File: config.mk
export PLATFORM = sky130hd
export DESIGN_NAME = simon_round_ctrl_flat
export DESIGN_NICKNAME = d
export VERILOG_FILES = /design/src/rtl/simon_pkg.sv /design/src/rtl/simon_round_ctrl_if.sv /design/src/rtl/simon_lfsr8.sv /design/src/rtl/simon_round_ctrl.sv /design/src/flat_wrapper.sv
export SDC_FILE = /design/constraint.sdc
export NUM_CORES = 1
export LEC_CHECK = 0
export BUFFER_PORTS_ARGS = -buffer_cell sky130_fd_sc_hd__buf_2
export CAP_MARGIN = 20
export CORE_ASPECT_RATIO = 1.5
export CORE_MARGIN = 2
export CORE_UTILIZATION = 52
export CTS_CLUSTER_DIAMETER = 120
export DETAILED_ROUTE_END_ITERATION = 7
export GPL_TIMING_DRIVEN = 0
export PLACE_DENSITY_LB_ADDON = 0.2
export SLEW_MARGIN = 40
export SYNTH_ARGS = -nofsm -noshare
export SYNTH_HDL_FRONTEND = slang
export SYNTH_HIERARCHICAL = 1
export SYNTH_SLANG_ARGS = --single-unit
File: constraint.sdc
create_clock -name clock -period 2.5 [get_ports clock]
set_input_delay 0.75 -clock clock [delete_from_list [all_inputs] [get_ports clock]]
set_output_delay 0.75 -clock clock [all_outputs]
set_load 0.01 [all_outputs]
File: src/rtl/simon_pkg.sv
// rtl/simon_pkg.sv - shared types, LFSR taps and colour decode for the Simon round sequencer
package simon_pkg;

  typedef enum logic [2:0] {
    IDLE,
    ADD,
    SHOW_ON,
    SHOW_OFF,
    WAIT_IN,
    RESTART,
    WIN,
    LOSE
  } state_t;

  // Feedback taps for x^8+x^6+x^5+x^4+1 on a left-shifting register (bits 7,5,4,3)
  localparam logic [7:0] LFSR_TAPS = 8'b1011_1000;

  function automatic logic [3:0] colour_onehot(input logic [1:0] colour);
    logic [3:0] onehot;
    onehot = 4'b0001 << colour;
    return onehot;
  endfunction

endpackage

File: src/rtl/simon_round_ctrl_if.sv
// rtl/simon_round_ctrl_if.sv - buttons, timer and LED/status signals around the round sequencer
interface simon_round_ctrl_if;

  logic       start_game;
  logic [3:0] btn;
  logic       times_up;
  logic       timer_start;
  logic [3:0] led;
  logic [4:0] level;
  logic       busy;
  logic       win;
  logic       lose;

  // Sequencer side
  modport master (
    input  start_game, btn, times_up,
    output timer_start, led, level, busy, win, lose
  );

  // Button block, timer and LED driver side
  modport slave (
    output start_game, btn, times_up,
    input  timer_start, led, level, busy, win, lose
  );

endinterface

File: src/rtl/simon_lfsr8.sv
// rtl/simon_lfsr8.sv - free-running 8-bit Fibonacci LFSR supplying random colours
module simon_lfsr8
  import simon_pkg::*;
#(
  parameter logic [7:0] SEED = 8'hA5
) (
  input  logic       clock,
  input  logic       reset,
  output logic [1:0] colour
);

  logic [7:0] state_q;

  // Shift every cycle regardless of game state so colour timing depends on the player
  always_ff @(posedge clock or posedge reset) begin
    if (reset) begin
      state_q <= SEED;
    end else begin
      state_q <= {state_q[6:0], ^(state_q & LFSR_TAPS)};
    end
  end

  assign colour = state_q[1:0];

endmodule

File: src/rtl/simon_round_ctrl.sv
// rtl/simon_round_ctrl.sv - Simon round sequencer: grow pattern, play it back, check presses
module simon_round_ctrl
  import simon_pkg::*;
#(
  parameter int         MAX_LEN     = 16,
  parameter int         SHOW_CYCLES = 50_000_000,
  parameter int         GAP_CYCLES  = 25_000_000,
  parameter logic [7:0] LFSR_SEED   = 8'hA5
) (
  input  logic               clock,
  input  logic               reset,
  simon_round_ctrl_if.master bus
);

  localparam int CNT_MAX = (SHOW_CYCLES > GAP_CYCLES) ? SHOW_CYCLES : GAP_CYCLES;
  localparam int CW      = $clog2(CNT_MAX + 1);
  localparam int LW      = $clog2(MAX_LEN + 1);
  localparam int AW      = (MAX_LEN > 1) ? $clog2(MAX_LEN) : 1;

  localparam logic [CW-1:0] SHOW_LAST = CW'(SHOW_CYCLES - 1);
  localparam logic [CW-1:0] GAP_LAST  = CW'(GAP_CYCLES - 1);
  localparam logic [LW-1:0] LEN_MAX   = LW'(MAX_LEN);

  state_t        state;
  logic [CW-1:0] cnt;
  logic [LW-1:0] idx;
  logic [LW-1:0] len;
  logic          wait_first;
  logic [3:0]    led_q;
  logic          timer_q;
  logic          busy_q;
  logic          win_q;
  logic          lose_q;

  logic [1:0]    seq [MAX_LEN];
  logic [1:0]    lfsr_colour;
  logic [LW-1:0] idx_next;
  logic [1:0]    head_colour;
  logic [1:0]    next_colour;
  logic [3:0]    want;
  logic          at_last;
  logic          bad_btn;

  simon_lfsr8 #(.SEED(LFSR_SEED)) u_lfsr (
    .clock  (clock),
    .reset  (reset),
    .colour (lfsr_colour)
  );

  assign idx_next = idx + LW'(1);
  assign at_last  = (idx == len - LW'(1));
  // Step 0 of playback: on the very first round seq[0] is still being written this cycle
  assign head_colour = (len == '0) ? lfsr_colour : seq[0];
  assign next_colour = seq[idx_next[AW-1:0]];
  assign want        = colour_onehot(seq[idx[AW-1:0]]);
  assign bad_btn     = (bus.btn != 4'b0000) && !$onehot(bus.btn);

  // Pattern storage; deliberately not reset so the player cannot observe stale entries anyway
  always_ff @(posedge clock) begin
    if (state == ADD) begin
      seq[len[AW-1:0]] <= lfsr_colour;
    end
  end

  // Round sequencer with outputs registered alongside the state they belong to
  always_ff @(posedge clock or posedge reset) begin
    if (reset) begin
      state      <= IDLE;
      cnt        <= '0;
      idx        <= '0;
      len        <= '0;
      wait_first <= 1'b0;
      led_q      <= 4'b0000;
      timer_q    <= 1'b0;
      busy_q     <= 1'b0;
      win_q      <= 1'b0;
      lose_q     <= 1'b0;
    end else begin
      case (state)
        IDLE, WIN, LOSE: begin
          if (bus.start_game) begin
            state  <= ADD;
            len    <= '0;
            win_q  <= 1'b0;
            lose_q <= 1'b0;
            busy_q <= 1'b1;
          end
        end

        ADD: begin
          len   <= len + LW'(1);
          idx   <= '0;
          cnt   <= '0;
          state <= SHOW_ON;
          led_q <= colour_onehot(head_colour);
        end

        SHOW_ON: begin
          if (cnt == SHOW_LAST) begin
            cnt   <= '0;
            state <= SHOW_OFF;
            led_q <= 4'b0000;
          end else begin
            cnt <= cnt + CW'(1);
          end
        end

        SHOW_OFF: begin
          if (cnt == GAP_LAST) begin
            cnt <= '0;
            if (at_last) begin
              idx        <= '0;
              state      <= WAIT_IN;
              timer_q    <= 1'b1;
              wait_first <= 1'b1;
            end else begin
              idx   <= idx_next;
              state <= SHOW_ON;
              led_q <= colour_onehot(next_colour);
            end
          end else begin
            cnt <= cnt + CW'(1);
          end
        end

        WAIT_IN: begin
          wait_first <= 1'b0;
          // The timer flag is one cycle stale on entry, so it only counts from the second cycle
          if ((!wait_first && !bus.times_up) || bad_btn) begin
            state   <= LOSE;
            lose_q  <= 1'b1;
            busy_q  <= 1'b0;
            timer_q <= 1'b0;
          end else if (bus.btn == want) begin
            timer_q <= 1'b0;
            if (at_last && (len == LEN_MAX)) begin
              state  <= WIN;
              win_q  <= 1'b1;
              busy_q <= 1'b0;
            end else if (at_last) begin
              state <= ADD;
            end else begin
              idx   <= idx_next;
              state <= RESTART;
            end
          end else if (bus.btn != 4'b0000) begin
            state   <= LOSE;
            lose_q  <= 1'b1;
            busy_q  <= 1'b0;
            timer_q <= 1'b0;
          end
        end

        RESTART: begin
          state      <= WAIT_IN;
          timer_q    <= 1'b1;
          wait_first <= 1'b1;
        end

        default: begin
          state   <= IDLE;
          led_q   <= 4'b0000;
          timer_q <= 1'b0;
          busy_q  <= 1'b0;
        end
      endcase
    end
  end

  assign bus.timer_start = timer_q;
  assign bus.led         = led_q;
  assign bus.level       = 5'(len);
  assign bus.busy        = busy_q;
  assign bus.win         = win_q;
  assign bus.lose        = lose_q;

endmodule

File: src/flat_wrapper.sv
// flat-port wrapper written by rule: the top's interface ports become plain ports
module simon_round_ctrl_flat import simon_pkg::*;
#(
  parameter int         MAX_LEN     = 16,
  parameter int         SHOW_CYCLES = 50_000_000,
  parameter int         GAP_CYCLES  = 25_000_000,
  parameter logic [7:0] LFSR_SEED   = 8'hA5
)
  (clock, reset, bus_start_game, bus_btn, bus_times_up, bus_timer_start, bus_led, bus_level, bus_busy, bus_win, bus_lose);
  simon_round_ctrl_if bus_i ();
  input  logic clock;
  input  logic reset;
  input wire logic [$bits(bus_i.start_game)-1:0] bus_start_game;
  input wire logic [$bits(bus_i.btn)-1:0] bus_btn;
  input wire logic [$bits(bus_i.times_up)-1:0] bus_times_up;
  output wire logic [$bits(bus_i.timer_start)-1:0] bus_timer_start;
  output wire logic [$bits(bus_i.led)-1:0] bus_led;
  output wire logic [$bits(bus_i.level)-1:0] bus_level;
  output wire logic [$bits(bus_i.busy)-1:0] bus_busy;
  output wire logic [$bits(bus_i.win)-1:0] bus_win;
  output wire logic [$bits(bus_i.lose)-1:0] bus_lose;
  assign bus_i.start_game = bus_start_game;
  assign bus_i.btn = bus_btn;
  assign bus_i.times_up = bus_times_up;
  assign bus_timer_start = bus_i.timer_start;
  assign bus_led = bus_i.led;
  assign bus_level = bus_i.level;
  assign bus_busy = bus_i.busy;
  assign bus_win = bus_i.win;
  assign bus_lose = bus_i.lose;
  simon_round_ctrl #(.MAX_LEN(MAX_LEN), .SHOW_CYCLES(SHOW_CYCLES), .GAP_CYCLES(GAP_CYCLES), .LFSR_SEED(LFSR_SEED)) u_core (.clock(clock), .reset(reset), .bus(bus_i));
endmodule
==> out/results.tsv <==
metric	value	unit
status	complete, but fails checks	
violations	negative setup slack	
end_kind	register	
required	2700	ps
peakVddDrop	0.621	mV
finalHoldViolCount	0	
p_total	4340	uW
area_growth	17.9	%
h-tree-depth	3	
start_kind	register	
rsz0062_at_grt	yes	
synth_seq_cells	88	
synthCells	438	
port_buffers	20	
synth_area	4740	um2
yosysSeqAreaShare	50.0	%
num_vias	3587	
die_h	121	um
synth_nets	456	
dp.final_hpwl	7.93	mm
antenna_left	0	
criticalPathCategory	reg -> reg	
wire_per_inst	18.3	um
fin_nets	501	
path_common_cell	mux4_2	
max-clock-path-buffers	2	
ctsHoldBuffers	0	
final_area	5590	um2
final_max_slew_viol_count	0	
worstPathArrival	2920	ps
crit_chain	buf_6, mux4_2, mux4_2, mux2i_1, a32o_2, and2_4, a222oi_1, o211ai_1	
multi_input_area	2360	um2
die-area	9910	um2
setup_ws	-224	ps
fin_skew	10.1	ps
tightest_slew	642	ps
cellPowerDensity	776	nW/um2
place_area	5030	um2
core	8830	um2
grt_pass1_wl	18.1	mm
post-route-period-util	109	%
hold_path_class	in -> async	
grt_max_degree	26	
yosysUniqueCellTypes	57	
viasPerCell	6.01	
die-width	81.9	um
path_clk_slew	60	ps
power.leakage	0.00228	uW
synth_edf_count	32	
initial_core_util	53.7	%
timing.setup.tns	-901	ps
drc_errors	0	
grt_pass1_vias	3775	
antenna_cells	0	
ff_latch_area	2370	um2
drive_gt1_share	23.8	%
gp_congestion	0.870	
first_pass_iters	5	
crit_slowest_cell	mux4_2	
min_period	2720	ps
avgSynthCellArea	10.8	um2
slew_headroom	57.0	%
gr-total-overflow	0	
routed_wl	10.9	mm
max_stage_delay	560	ps
fillers	710	
clockRootBuffer	clkbuf_16	
cts_buffers	9	
pre_cts_ws	-453	ps
fmax	0.367	GHz
ys.flop_type	dfrtp_1	
max_cap_viol_count	0	
setup_viol	9	
crit_fanout	5	
async_flop_share	63.6	%
pin_count	21	
grt_util_all_layers	24.5	%
clkLatencyLatePin	350	ps
antenna_found_initial	0	
ys_warn_count	6	
cts_tree	done	
clock-sinks	88	
fp-row-count	42	
drt-initial-drc-count	279	
## state kept, by name, indices dropped and copies added (netlist names)
signal                  flops
u_core/seq                 32
u_core/cnt                 26
u_core/bus.win              1
u_core/u_lfsr/state_q       8
u_core/idx                  5
u_core/bus.timer_start      1
u_core/bus.lose             1
u_core/bus.busy             1
u_core/bus.led              4
u_core/bus.level            5
u_core/state                3
u_core/wait_first           1
## cells in the final DEF, fill, tap and decap left out, drive strengths merged, types with 3 or more instances in the layout
master and count:
edfxtp 32, nand4 11, inv 17, nor2 62
nand3 12, o31ai 5, xor2 14, a32o 5
nand2b 8, a31oi 3, dfrtp 52, nand2 47
mux4 19, clkbuf 17, and2 4, ha 9
o211ai 6, clkinv 3, buf 44, xnor2 16
nor3 13, a21oi 7, and3 5, o21ai 24
dfstp 4, mux2i 5, nor4 6
## area by class of cell
type	instances	share of cell area (%)
buffer	16	1.81
timing repair buffer	36	4.37
clock inverter	6	1.52
multi-input combinational	315	42.2
inverter	17	1.19
clock buffer	9	4.03
sequential	88	42.4
tap	110	2.46
## final timing paths
| kind | from | end | slack, ps | cells after the start |
|---|---|---|---|---|
| worst max-delay path | u_core/idx[2]$_DFFE_PP0P_ | u_core/idx[4]$_DFFE_PP0P_ | -220 | 8 |
| worst min-delay path | reset | u_core/u_lfsr/state_q[1]$_DFF_PP0_ | 360 | 2 |
| worst max register to register | u_core/idx[2]$_DFFE_PP0P_ | u_core/idx[4]$_DFFE_PP0P_ | -220 | 8 |
| worst min register to register | u_core/u_lfsr/state_q[6]$_DFF_PP0_ | u_core/u_lfsr/state_q[7]$_DFF_PP1_ | 360 | 0 |
| max in group asynchronous | reset | u_core/cnt[19]$_DFFE_PP0N_ | 1680 | 3 |
| min in group clock | u_core/u_lfsr/state_q[6]$_DFF_PP0_ | u_core/u_lfsr/state_q[7]$_DFF_PP1_ | 360 | 0 |
## cell usage after synthesis (3+ instances only)
cell,number,area (um2)
xnor2_1,16,140
buf_2,3,15.0
mux4_1,3,78.8
mux4_2,16,360
a32o_1,4,40.0
xor2_1,14,123
nor4_1,6,37.5
and3_1,5,31.3
o211ai_1,6,45.0
a21oi_1,5,25.0
o31ai_1,5,37.5
nand4_1,11,68.8
o21ai_0,24,120
and2_1,4,25.0
nor2_1,62,233
nand2b_1,8,50.1
nor3_1,13,65.1
inv_1,17,63.8
clkbuf_1,11,41.3
a31oi_1,3,18.8
nand3_1,12,60.1
dfrtp_1,52,1300
dfstp_2,4,105
nand2_1,47,176
mux2i_1,5,50.1
edfxtp_1,32,961
ha_1,9,113
## metal layers
| metal | wire length [um] | track usage [%] | part of all wire, % |
|---|---|---|---|
| met5 | 0 | 0 | 0 |
| met4 | 510 | 15.2 | 4.7 |
| met3 | 301 | 3.57 | 2.8 |
| met2 | 6080 | 44.0 | 56 |
| met1 | 4050 | 25.9 | 37 |
## worst max-delay path, delay by kind of cell (launching register included)
kind,cells,cell delay [ps]
and+or+nand+nor,1,170
DFF,1,340
muxes,3,1200
buffers and inverters,1,130
AOI/OAI and AO/OA,3,740
## timing repair
item,CTS,global route
resized for setup,25,23
buffers inserted,12,3
pin swaps,9,8
endpoints found under the setup margin,39,39
## stage by stage
stage / hold WS, ps / util [%] / cells
floorplan: 333 / - / 438
global placement: 339 / 56.7 / 568
detailed placement: 339 / 57.0 / 569
CTS: 358 / 62.2 / 595
global route: 370 / 63.3 / 597
finish: 357 / 63.3 / 597
## power breakdown
| part | switching, uW | leakage [uW] | internal (uW) |
|---|---|---|---|
| Combinational | 629 | 0.00104 | 486 |
| Clock | 546 | 0.000149 | 866 |
| Sequential | 169 | 0.00109 | 1640 |
## cell families (layout without fill, tap and decap cells)
group	after synthesis	count (layout)	synth area share [%]
DFF	88	88	50.0
xor gates and xnor gates	30	30	5.55
muxes	24	24	10.3
AOI/OAI and AO/OA	69	69	10.0
buffers and inverters	35	84	3.17
adders and majority gates	10	10	2.80
and+or+nand+nor	182	182	18.2
Power figures use the tool's default switching activity.
